$ cat config.mk
export PLATFORM = sky130hd
export DESIGN_NAME = shift_request_controller
export DESIGN_NICKNAME = d
export VERILOG_FILES = /design/src/rtl/shift_request_controller.sv
export SDC_FILE = /design/constraint.sdc
export NUM_CORES = 1
export LEC_CHECK = 0
export ABC_AREA = 1
export BUFFER_PORTS_ARGS = -buffer_cell sky130_fd_sc_hd__buf_2
export CELL_PAD_IN_SITES_DETAIL_PLACEMENT = 1
export CELL_PAD_IN_SITES_GLOBAL_PLACEMENT = 2
export CORE_AREA = 2 2 86 55
export DETAILED_ROUTE_END_ITERATION = 16
export DIE_AREA = 0 0 88 57
export PLACE_DENSITY = 0.72
export RECOVER_POWER = 25
export SETUP_SLACK_MARGIN = 0.4
export SLEW_MARGIN = 20
export SYNTH_ARGS = -nofsm -noshare
export SYNTH_HDL_FRONTEND = slang
export SYNTH_SLANG_ARGS = --single-unit
$ cat constraint.sdc
create_clock -name clk -period 1.3 [get_ports clk]
set_clock_uncertainty 0.05 [all_clocks]
set_input_delay 0.26 -clock clk [delete_from_list [all_inputs] [get_ports clk]]
set_output_delay 0.26 -clock clk [all_outputs]
set_load 0.01 [all_outputs]
$ cat src/rtl/shift_request_controller.sv
// Request/response sequencer for a multi-cycle 4-bit logical shifter.
// Optional result checking is built when SHIFT_RESULT_CHECK_EN is defined.
module shift_request_controller #(
    parameter int unsigned EXTRA_WAIT = 0
) (
    input  logic       clk,
    input  logic       rst,
    input  logic       in_valid,
    output logic       in_ready,
    input  logic [3:0] in_data,
    input  logic       in_dir,
    input  logic [1:0] in_cnt,
    output logic       sh_rst,
    output logic [3:0] sh_inp,
    output logic       sh_dir,
    output logic [1:0] sh_cnt,
    input  logic [3:0] sh_out,
    output logic       res_valid,
    input  logic       res_ready,
    output logic [3:0] res_data,
    output logic       busy,
    output logic       err
);

    typedef enum logic [1:0] {
        IDLE = 2'd0,
        RUN  = 2'd1,
        DONE = 2'd2
    } state_t;

    // Settle cycles beyond the shift count itself; in_cnt is added at accept.
    localparam logic [3:0] WAIT_BASE = 4'(2 + EXTRA_WAIT);

    state_t     state_r;
    logic [3:0] wait_r;
    logic       accept_s;
    logic       release_s;
    logic       err_s;
    logic [3:0] wait_load_s;

`ifdef SHIFT_RESULT_CHECK_EN
    function automatic logic [3:0] expected_shift(
        input logic [3:0] data,
        input logic       dir,
        input logic [1:0] cnt
    );
        logic [3:0] res;
        if (dir) begin
            res = data >> cnt;
        end else begin
            res = data << cnt;
        end
        return res;
    endfunction

    // Compare shifter output with the shift of the latched operand.
    always_comb begin
        err_s = 1'b0;
        if (sh_out != expected_shift(sh_inp, sh_dir, sh_cnt)) begin
            err_s = 1'b1;
        end else begin
            err_s = 1'b0;
        end
    end
`else
    assign err_s = 1'b0;
`endif

    // Handshake qualifiers and the run length for a new request.
    always_comb begin
        accept_s    = 1'b0;
        release_s   = 1'b0;
        wait_load_s = {2'b00, in_cnt} + WAIT_BASE;
        if (state_r == IDLE) begin
            accept_s = in_valid & in_ready;
        end else begin
            accept_s = 1'b0;
        end
        if (state_r == DONE) begin
            release_s = res_valid & res_ready;
        end else begin
            release_s = 1'b0;
        end
    end

    // Controller FSM; every output is a register updated here.
    always_ff @(posedge clk or posedge rst) begin
        if (rst) begin
            state_r   <= IDLE;
            wait_r    <= 4'd0;
            in_ready  <= 1'b1;
            sh_rst    <= 1'b1;
            sh_inp    <= 4'd0;
            sh_dir    <= 1'b0;
            sh_cnt    <= 2'd0;
            res_valid <= 1'b0;
            res_data  <= 4'd0;
            busy      <= 1'b0;
            err       <= 1'b0;
        end else begin
            case (state_r)
                IDLE: begin
                    if (accept_s) begin
                        sh_inp   <= in_data;
                        sh_dir   <= in_dir;
                        sh_cnt   <= in_cnt;
                        wait_r   <= wait_load_s;
                        sh_rst   <= 1'b0;
                        in_ready <= 1'b0;
                        busy     <= 1'b1;
                        state_r  <= RUN;
                    end else begin
                        sh_rst   <= 1'b1;
                        in_ready <= 1'b1;
                        busy     <= 1'b0;
                        state_r  <= IDLE;
                    end
                end
                RUN: begin
                    if (wait_r != 4'd0) begin
                        wait_r <= wait_r - 4'd1;
                    end else begin
                        res_data  <= sh_out;
                        err       <= err_s;
                        sh_rst    <= 1'b1;
                        res_valid <= 1'b1;
                        state_r   <= DONE;
                    end
                end
                DONE: begin
                    if (release_s) begin
                        res_valid <= 1'b0;
                        err       <= 1'b0;
                        in_ready  <= 1'b1;
                        busy      <= 1'b0;
                        state_r   <= IDLE;
                    end else begin
                        state_r   <= DONE;
                    end
                end
                default: begin
                    wait_r    <= 4'd0;
                    in_ready  <= 1'b1;
                    sh_rst    <= 1'b1;
                    res_valid <= 1'b0;
                    busy      <= 1'b0;
                    err       <= 1'b0;
                    state_r   <= IDLE;
                end
            endcase
        end
    end

endmodule

Word level (Yosys, flattened, before mapping)

Cells that the tools add are included.

Register bits: 22
Bits of input ports: 15
Logic and storage cells: 53

Add/sub/neg operators: 2
Eq/ne operators: 6
Multiplexer cells: 20
Bitwise operators: 6
Reduce and logical (&&, ||, !) cells: 8

Operators by type and width:

| kind                                              | count |
|---|---|
| case mux 1 bit (3 select lines)                   | 5 |
| case mux 4 bit (3 select lines)                   | 1 |
| two-way mux 1 bit                                 | 9 |
| two-way mux 4 bit                                 | 2 |
| != test 2 bit (second input constant)             | 4 |
| AND reduction 2 bit                               | 4 |
| case mux 2 bit (3 select lines)                   | 1 |
| AND reduction 3 bit                               | 2 |
| two-way mux 2 bit                                 | 2 |
| inverter 1 bit                                    | 4 |
| nonzero test 4 bit                                | 1 |
| subtractor 4 x 1 -> 4 bit (second input constant) | 1 |
| adder 2 x 2 -> 3 bit (second input constant)      | 1 |
| AND 1 bit                                         | 2 |
| == test 2 x 1 -> 1 bit (second input constant)    | 1 |
| == test 2 bit (second input constant)             | 1 |
| zero test 2 bit                                   | 1 |

Depth between registers and ports, before layout

Depth after elaboration: 4
Mapped depth: 8

Least setup slack after synthesis

OpenSTA, ideal clock, no wires.

Kind: register to register
From: register wait_r[0]
To: register wait_r[0]
Arrival time: 1.045 ns
Path slack: 0.088 ns
Cell stages (with the launch flop): 8
Path buffers: 0
Path through: dfrtp_1 -> inv_1 -> ha_1 -> nand2_2 -> nor2_4 -> nor2_2 -> nand2_1 -> nand2_1

Longest elaborated chain between the ends: 3
Elaborated cells on any way between the ends: 6
Those cells by class: add/sub (1); eq/ne (1); mux (2); reduce/logical (2)

Ends and longest elaborated chain:

| item                                                                          | RTL line | RTL |
|---|---|---|
| from (decl)                                                                   | 35       | `logic [3:0] wait_r;` |
| from (signal assigned)                                                        | 107      | `wait_r <= wait_load_s;` |
| from (signal assigned)                                                        | 121      | `wait_r <= wait_r - 4'd1;` |
| subtractor 4 x 1 -> 4 bit / nonzero test 4 bit (equally long branches)        | 121, 120 |  |
| two-way mux 4 bit / != test 2 bit (equally long branches)                     | n/a      |  |
| case mux 4 bit (3 select lines) / AND reduction 3 bit (equally long branches) | n/a      |  |

Several ways; a longest one is shown, not always the timed one. The select of a mux whose other input is x is not followed.
A chain may end at the register's enable or synchronous reset.

Final worst setup path

From: register in_ready
To: output in_ready

RTL lines:

| item                   | RTL line | RTL |
|---|---|---|
| from (decl)            | 9        | `output logic in_ready,` |
| from (signal assigned) | 91       | `in_ready <= 1'b1;` |
| from (signal assigned) | 109      | `in_ready <= 1'b0;` |
| from (signal assigned) | 114      | `in_ready <= 1'b1;` |

No word-level cell between the ends.

==> results.md <==
- Post-Syn Nets: about 140
- Status: complete, no violations
- CORE AREA: between 0.004 and 0.005 mm2
- Clk Latency, worst-skew pair: about 260 ps
- Worst path cell trace: buf_6
- Critical path peak fanout: 4
- Vias post-DR: just under 1000
- Post-layout util: 0.377
- RR Startpoint: wait_r[0]
- Vias in the first global route: between 1000 and 1500
- Die ar.: 0.00502 mm2
- Setup CP Type: reg -> out
- R2r endpoint: wait_r[1]
- Port buffer count: 29
- CTS tree: built
- Slowest CP cell: dfstp_2
- Worst R2R Setup Slack: approximately 80 ps
- Unique masters post-synth: 21
- DRC Markers: 0
- Std-Cell Rows: 19
- Tcrit/Tclk final: 0.977
- GRT Total Usage: 0.128
- Max clock buf depth: 2
- CTS clock-pin slew for the worst setup and hold paths: about 80 ps
- Cts bufs inserted: 3
- Drt initial violations: 28
- CP arrival: approximately 960 ps
- Period minus WS final: 1270 ps
- Startpoint Class: flip-flop
- Pin count of the biggest net entering global routing: 22
- Boundary Pins: 31
- Fin worst setup slack: 30.5 ps
- Synth top area share: 0.462
- Worst setup EP type: primary output
- Share of cells above drive strength 1: 0.555
- Slew headroom: 0.617
- Top_reg_cell synth: dfrtp_1
- Antenna diodes: 0
- Leakage: 0.000900 uW
- Vias per cell: roughly 4
- Number of max-cap violations: 0
- Worst stage delay on the critical path: 580 ps
- Family with the most delay on the worst path: flip-flops
- Wire per inst: 11.9 um
- Global-route wire length before repair: a little under 5000 um
- Worst-margin pin slew: approximately 570 ps
- Register-to-Register Path Depth: 7
- Syn avg cell area: between 8 and 9 um2
- Worst hold slack: 71.8 ps
- Final hold vios: 0
- Max-slew violation count: 0
- Detail Placement HPWL: 2120 um
- Worst Path Required: just under 1000 ps
- H-tree depth: 1
- Syn. warnings: 0
- Setup WS pre-CTS: roughly 53 ps
- Die Ht: ~57 um
- Synth top area cells: dfrtp_1 (46%), nand2_1 (23%), dfstp_2 (5.1%), inv_1 (3.6%), nand2_2 (3.0%)
- RSZ-0062 raised after global routing: true
- Setup_tns: 0 ps
- Buffers & Inverters on Critical Path: 1
- Root Buffer: clkbuf_8
- Worst Hold Class: in -> async
- Syn-to-layout area delta: 57.9%
- Final wirelength: 2920 um
- Largest area contributor in the synthesized netlist: dfrtp_1
- GPL Wtd Cong: ~0.71
- Filler cells: 536
- Post-synthesis async set-or-reset flop share: 1.00
- Initial cell density of the core: 0.239
- Worst vdd ir: approximately 0.64 mV
- Die width: between 80 and 90 um
- Drt pass-1 iters: 4
- Max Fclk: between 700 and 800 MHz
- PwrDens: around 2500 mW/mm2
- Congestion Overflow GR: 0
- Number of sinks on the clock net: 21
- Number of enable flip-flop cells after synthesis: 0
- Synth Register Bits: 21
- Final setup fails: 0
- Synthesized instance count: ~130
- Layout Nets: 200
- DRT antenna net count: 0
- Initial antenna violation count: 0
- Synth Cell Area: slightly above 0.001 mm2
- Register area share after synthesis: 0.513
[layer usage]
layer  up-vias  share of wire  global-route usage  wire length (um)
met5         -              0                   0                 0
met4         0         0.0017              0.0286                 5
met3         2          0.042              0.0376               122
met2        23           0.50               0.206              1460
met1       472           0.46               0.171              1340
li1        488              -                   -                 -
[report_power, final]
| part | leakage (uW) | switching (uW) | internal (uW) |
|---|---|---|---|
| sequential | 0.000258 | 234 | 976 |
| clock | 0.0000228 | 221 | 219 |
| combinational | 0.000620 | 1230 | 1110 |
[registers in the layout, indices dropped and copies added (netlist names), 2 cells and up]
name / flops
wait_r: 4
sh_cnt: 2
sh_inp: 4
res_data: 4
state_r: 2
[cells in the final DEF, fill, tap and decap left out]
cell type / count
clkbuf_1: 1
dfrtp_1: 17
nand4_1: 1
nor2_2: 1
clkbuf_2: 1
inv_2: 4
nand3_4: 1
clkbuf_8: 3
dfrtp_2: 2
clkinv_2: 1
nand2_4: 8
buf_6: 8
ha_1: 1
o21ai_0: 3
ha_4: 1
conb_1: 1
a21oi_2: 1
inv_4: 3
buf_4: 17
nand3_1: 5
nand2_1: 45
nor2_4: 3
nand3_2: 1
o21ai_2: 1
nand2_2: 16
dfstp_2: 2
buf_12: 1
inv_1: 7
buf_2: 26
[logic make-up after synthesis]
kind of cell               Yosys count  synth area share
buffers and inverters               17            0.0730
adders and majority gates            2            0.0243
and+or+nand+nor                     81             0.358
DFF                                 21             0.513
AOI/OAI and AO/OA                    5            0.0280
other                                1           0.00365
[cells in the mapped netlist (2+ instances only)]
library cell and count:
o21ai_0 3, inv_2 4, inv_1 10, nand3_1 5, nand2_1 63, nor2_2 3
dfstp_2 2, dfrtp_1 19, ha_1 2, nand2_2 5
[worst max path at each step]
stage	startpoint	end	slack [ps]	cells after the start
finish	in_ready	in_ready	30	1
global route	in_ready	in_ready	4	1
CTS	in_ready	in_ready	40	1
detailed placement	wait_r[0]	wait_r[1]	50	7
global placement	wait_r[0]	wait_r[1]	90	7
floorplan	state_r[1]	sh_cnt[1]	190	5
[cell type report]
cell class / instances / area, um2 / area share
clock buffers: 4 / 45.0 / 0.0277
multi-input cells: 89 / 532 / 0.327
flip-flops and latches: 21 / 531 / 0.327
inverters: 15 / 65.1 / 0.0401
well taps: 63 / 78.8 / 0.0485
repair buffers: 53 / 373 / 0.230
[timing repair]
item	4_1_cts	5_1_grt
pin swaps	10	4
endpoints found under the setup margin	36	36
endpoints found under the hold margin	19	0
resized for setup	20	19
buffers inserted	10	10
[per-stage QoR]
step / std cells / total power, uW / instance area (um2)
after detailed placement: 221 / 2840 / 1290
final: 245 / 3990 / 1620
after CTS: 235 / 3670 / 1490
after floorplan: 127 / 2290 / 1060
after global placement: 221 / 2780 / 1290
after global routing: 245 / 4340 / 1620
Power figures use the tool's default switching activity.
